### config.mk
export PLATFORM = sky130hd
export DESIGN_NAME = pc_sequencer
export DESIGN_NICKNAME = d
export VERILOG_FILES = /design/src/rtl/pipe_pkg.sv /design/src/rtl/pc_next_mux.sv /design/src/rtl/pc_sequencer.sv
export SDC_FILE = /design/constraint.sdc
export NUM_CORES = 1
export LEC_CHECK = 0
export ABC_AREA = 1
export CORE_MARGIN = 8
export CORE_UTILIZATION = 42
export DETAILED_ROUTE_END_ITERATION = 12
export MAX_ROUTING_LAYER = met4
export PLACE_DENSITY = 0.82
export SLEW_MARGIN = 10
export SYNTH_ARGS = -nofsm -noshare
export SYNTH_HDL_FRONTEND = slang
export SYNTH_SLANG_ARGS = --single-unit
### constraint.sdc
create_clock -name clk -period 2.17 [get_ports clk]
set_clock_uncertainty 0.2 [all_clocks]
set_input_delay 0.217 -clock clk [delete_from_list [all_inputs] [get_ports clk]]
set_output_delay 0.217 -clock clk [all_outputs]
set_load 0.005 [all_outputs]
### src/rtl/pipe_pkg.sv
// Shared pipeline definitions: PC width, sequential step and the
// next-PC controller state encoding.
package pipe_pkg;

  localparam int          PC_W    = 32;
  localparam logic [31:0] PC_STEP = 32'd4;

  typedef enum logic [1:0] {
    BOOT     = 2'd0,
    RUN      = 2'd1,
    WAIT_MEM = 2'd2,
    HALT     = 2'd3
  } pc_seq_state_t;

endpackage

### src/rtl/pc_next_mux.sv
// Combinational next-PC select: redirect (or trap vector), sequential
// advance, or hold. Build option PC_SEQ_TRAP_EN routes misaligned redirect
// targets to TRAP_VEC; without it the target is taken verbatim.
module pc_next_mux
  import pipe_pkg::*;
#(
  parameter logic [PC_W-1:0] TRAP_VEC = 32'h0000_0100
) (
  input  logic [PC_W-1:0] pc_cur,
  input  logic [PC_W-1:0] pc_inc,
  input  logic [PC_W-1:0] br_target,
  input  logic            redirect,
  input  logic            advance,
  output logic [PC_W-1:0] pc_next,
  output logic            misaligned
);

  assign misaligned = redirect & (br_target[1:0] != 2'b00);

`ifndef PC_SEQ_TRAP_EN
  // Trap vector is only meaningful when misaligned targets are trapped.
  logic unused_trap_vec;
  assign unused_trap_vec = ^TRAP_VEC;
`endif

  // Redirect beats advance; anything else holds the current PC.
  always_comb begin
    pc_next = pc_cur;
    if (redirect) begin
`ifdef PC_SEQ_TRAP_EN
      pc_next = misaligned ? TRAP_VEC : br_target;
`else
      pc_next = br_target;
`endif
    end else if (advance) begin
      pc_next = pc_inc;
    end
  end

endmodule

### src/rtl/pc_sequencer.sv
// Fetch PC owner for the RV32I pipeline. Selects the next PC from redirect,
// sequential advance, hazard hold or memory wait and drives the IF/ID and
// ID/EX enable/flush controls. Build option PC_SEQ_TRAP_EN adds the
// misaligned-target trap and the misalign_trap pulse output.
//
// state    | meaning
// ---------+----------------------------------------------------------
// BOOT     | one cycle after reset, no fetch, IF/ID held as a bubble
// RUN      | fetching, PC advances when the instruction returns
// WAIT_MEM | fetch outstanding, PC held until imem_ready
// HALT     | ebreak seen, fetch stopped until reset
module pc_sequencer
  import pipe_pkg::*;
#(
  parameter logic [PC_W-1:0] RESET_PC = 32'h0000_0000,
  parameter logic [PC_W-1:0] TRAP_VEC = 32'h0000_0100
) (
  input  logic            clk,
  input  logic            rst,
  output logic            imem_req,
  output logic [PC_W-1:0] imem_addr,
  input  logic            imem_ready,
  input  logic            hazard_stall,
  input  logic            br_taken,
  input  logic [PC_W-1:0] br_target,
  input  logic            halt_req,
  output logic [PC_W-1:0] pc_if,
  output logic [PC_W-1:0] pc_plus4,
  output logic            if_id_en,
  output logic            if_id_flush,
  output logic            id_ex_flush,
  output logic            halted
`ifdef PC_SEQ_TRAP_EN
  ,output logic           misalign_trap
`endif
);

  pc_seq_state_t   state, state_nxt;
  logic [PC_W-1:0] pc_next;
  logic            active, redirect, advance, misaligned;

  assign active    = (state == RUN) || (state == WAIT_MEM);
  assign redirect  = active & br_taken;
  assign advance   = active & ~br_taken & ~halt_req & ~hazard_stall & imem_ready;
  assign pc_plus4  = pc_if + PC_STEP;
  assign imem_addr = pc_if;

  pc_next_mux #(.TRAP_VEC(TRAP_VEC)) u_next_mux (
    .pc_cur     (pc_if),
    .pc_inc     (pc_plus4),
    .br_target  (br_target),
    .redirect   (redirect),
    .advance    (advance),
    .pc_next    (pc_next),
    .misaligned (misaligned)
  );

  // State and PC registers.
  always_ff @(posedge clk or negedge rst) begin
    if (!rst) begin
      state <= BOOT;
      pc_if <= RESET_PC;
    end else begin
      state <= state_nxt;
      pc_if <= pc_next;
    end
  end

`ifdef PC_SEQ_TRAP_EN
  // One-cycle pulse following a redirect to a misaligned target.
  always_ff @(posedge clk or negedge rst) begin
    if (!rst) misalign_trap <= 1'b0;
    else      misalign_trap <= misaligned;
  end
`else
  logic unused_misaligned;
  assign unused_misaligned = misaligned;
`endif

  // Next state in redirect > halt > stall > memory-wait priority, plus
  // the combinational pipeline controls.
  always_comb begin
    state_nxt   = state;
    imem_req    = active;
    if_id_en    = active & imem_ready & ~hazard_stall;
    if_id_flush = br_taken |
                  (((state == BOOT) | (state == HALT) | ~imem_ready) & ~hazard_stall);
    id_ex_flush = br_taken | hazard_stall;
    halted      = (state == HALT);
    case (state)
      BOOT:          state_nxt = RUN;
      RUN, WAIT_MEM: begin
        if (br_taken)          state_nxt = RUN;
        else if (halt_req)     state_nxt = HALT;
        else if (hazard_stall) state_nxt = state;
        else if (!imem_ready)  state_nxt = WAIT_MEM;
        else                   state_nxt = RUN;
      end
      HALT:          state_nxt = HALT;
      default:       state_nxt = BOOT;
    endcase
  end

endmodule

==> metrics.txt <==
CP Data Required Time=1750 ps; clk slew on worst S/H paths=70 ps; count of port buffers added during placement=138; # IOs=139; drt initial violations=328; core area=6760 um^2; Synth Register Bits=34; Worst Slack Setup Final=-297 ps; worst slew pin tran=835 ps; Std-Cell Rows=30; Slew Viols, Final=0; Hold Path Class=in2reg; outcome=complete, but fails checks; post-layout util=74.7%; Area Overhead vs Synth=72.4%; CTS buffer count=5; vias in the first global route=3712; post-synthesis mux area share=0%; die height=99.5 um; Die X=99.5 um; diodes inserted=0; fin crit share=114%; Synth Area in Simple Gates=42.4%; largest family of logic cells by synthesized area=simple AND/OR/NAND/NOR gates; unrepaired setup endpoints after global routing=yes; worst setup path category=reg2out; Overflow after GRT=0; max_cap viols=0; Post-Syn Area per Cell=6.42 um^2; # DRC=0; Post-Synth Adder-Cell Area=1.28%; max_slew headroom=44.3%; Ys Warns=0; Synth Area in Compound Gates=5.94%; DR vias=3854; Seq/Total Area, Yosys=29.0%; post-route minimum period=2470 ps; WP data arrival=2050 ps; final hold violations=0; nature of the critical path endpoint=output port; Crit Path Max Fanout=5; crit path launch type=register; Syn Nets=497; clk root buf=clkbuf_8; mean routed wirelength per cell=18.5 um; Synth Area in XOR/XNOR=3.76%; Clock Tree Buf Depth=2; RePlAce Congestion=0.915; die area=9900 um^2; P_leak=0.00257 uW; worst skew pair latency=290 ps; initial antenna violation count=0; First-pass DRT Iterations=5; Final Net Count=686; CTS sink cnt=34; layout cells sized above 1=31.1%; PD cells=1370 nW/um^2; routed vias/inst=5.31; Max Fclk=405 MHz; final setup vio count=19; Initial Util=43.4%; routed wire length=13.4 mm; cell area after synthesis=2930 um^2; Syn Inst Count=456; first-pass GRT wire length=17.5 mm; pre-CTS setup slack=-87.1 ps; largest net degree at the start of global routing=35; H-tree Lvls=2; failing checks=negative setup slack; TritonCTS clock tree=done; Final ANT Viol Nets=0; GRT Total Usage=22.2%; Detailed Place HPWL=8.11 mm; Netlist cell types=29; Peak VDD IR=0.809 mV
area by class of cell:
type / count / area, um^2
clock buffers: 7 / 86.3
clock inverters: 1 / 5.00
fillers: 451 / 1710
inverters: 55 / 206
multi-input cells: 324 / 1790
flip-flops and latches: 34 / 856
well taps: 80 / 100
repair buffers: 225 / 2010
stage by stage:
step	hold WS, ps	area (um^2)	total power (uW)	TNS [ps]	instances
after floorplan	-279	2930	3360	0	456
final	267	5050	6890	-2070	726
after CTS	272	4740	6410	-2290	704
after detailed placement	155	4430	5860	-192	675
after global routing	310	5050	7280	-3780	726
after global placement	148	4430	5730	-52.9	675
power breakdown:
part | leakage [uW] | switching [uW] | total (uW) | internal, uW
logic | 0.00211 | 2420 | 5030 | 2620
registers | 0.000413 | 402 | 1360 | 956
clock network | 0.0000482 | 246 | 502 | 256
critical path: stages, from the launching register on:
cell	delay, ps
dfrtp_1	380
ha_2	210
nand2_2	70
nor2_4	180
nand2_8	110
nor2_4	130
buf_4	140
nand2_1	50
nand2_1	80
and2_1	140
dlygate4sd2_1	270
cell usage in the layout (no fill, tap or decap), types with 3 or more instances in the layout:
cell / netlist / final
buf_4: 36 / 70
nand2_2: 10 / 24
o22ai_1: 4 / 4
inv_2: 3 / 6
clkbuf_2: 0 / 6
and2_1: 5 / 5
nor2_4: 6 / 12
nand2_1: 179 / 162
nor2_2: 9 / 15
buf_2: 3 / 15
nor3_1: 3 / 3
inv_1: 51 / 48
buf_6: 1 / 17
o21ai_0: 18 / 18
nor2_1: 37 / 25
nand2_4: 3 / 5
nand3_2: 0 / 5
xor2_2: 3 / 5
xor2_1: 5 / 3
clkdlybuf4s50_1: 0 / 107
o21ai_1: 6 / 4
nand3_1: 25 / 20
dfrtp_2: 0 / 4
clkbuf_8: 0 / 6
dlymetal6s2s_1: 0 / 7
dfrtp_1: 34 / 30
synth_stat cells:
cell / number / area share (%)
ha_1: 3 / 1.3
xor2_1: 5 / 1.5
a21boi_0: 1 / 0.26
nand2_4: 3 / 1.2
inv_1: 51 / 6.5
inv_2: 3 / 0.38
nor2_1: 37 / 4.7
nand2_1: 179 / 23
dfrtp_1: 34 / 29
nand3_1: 25 / 4.3
buf_4: 36 / 9.2
buf_6: 1 / 0.38
nor2_4: 6 / 2.3
clkbuf_1: 3 / 0.38
nor2_8: 2 / 1.4
a21oi_1: 1 / 0.17
nand2_2: 10 / 2.1
and2_1: 5 / 1.1
o22ai_1: 4 / 0.85
buf_2: 3 / 0.51
a21oi_2: 1 / 0.30
o211ai_1: 1 / 0.26
o21ai_0: 18 / 3.1
o21ai_1: 6 / 1.0
xnor2_1: 2 / 0.60
xor2_2: 3 / 1.7
clkinv_1: 1 / 0.13
nor2_2: 9 / 1.9
nor3_1: 3 / 0.51
metal layers:
| layer | share of wire, % | wire length [um] | GRT usage (%) |
|---|---|---|---|
| met5 | 0 | 0 | - |
| met4 | 5.4 | 720 | 8.73 |
| met3 | 8.3 | 1110 | 4.12 |
| met2 | 49 | 6630 | 39.0 |
| met1 | 37 | 4970 | 24.2 |
worst paths after layout:
check / from / to / slack, ps / depth (start not counted)
max: imem_addr[2] / pc_plus4[26] / -300 / 10
min: br_target[1] / imem_addr[1] / 270 / 3
max reg2reg: imem_addr[2] / imem_addr[19] / 170 / 13
min reg2reg: imem_addr[1] / imem_addr[1] / 350 / 2
max in group asynchronous: rst / imem_addr[9] / 830 / 2
min in group asynchronous: rst / imem_addr[24] / 340 / 2
repair_timing:
item | CTS | global route
gates resized for setup | 81 | 83
buffers inserted | 20 | 24
hold buffers | 1 | 0
setup endpoints to repair | 29 | 28
endpoints found under the hold margin | 34 | 0
pin swaps | 16 | 26
kinds of logic (layout without fill, tap and decap cells):
logic type      count (synthesis)  in the layout
xor+xnor                       10             10
simple gates                  279            279
compound gates                 32             32
fa+ha+maj                       3              3
buf+inv                        98            288
flops                          34             34
state kept, by name, indices dropped and copies added, names as in the netlist:
name	count
state	2
imem_addr	32
(Power assumes the default switching activity.)
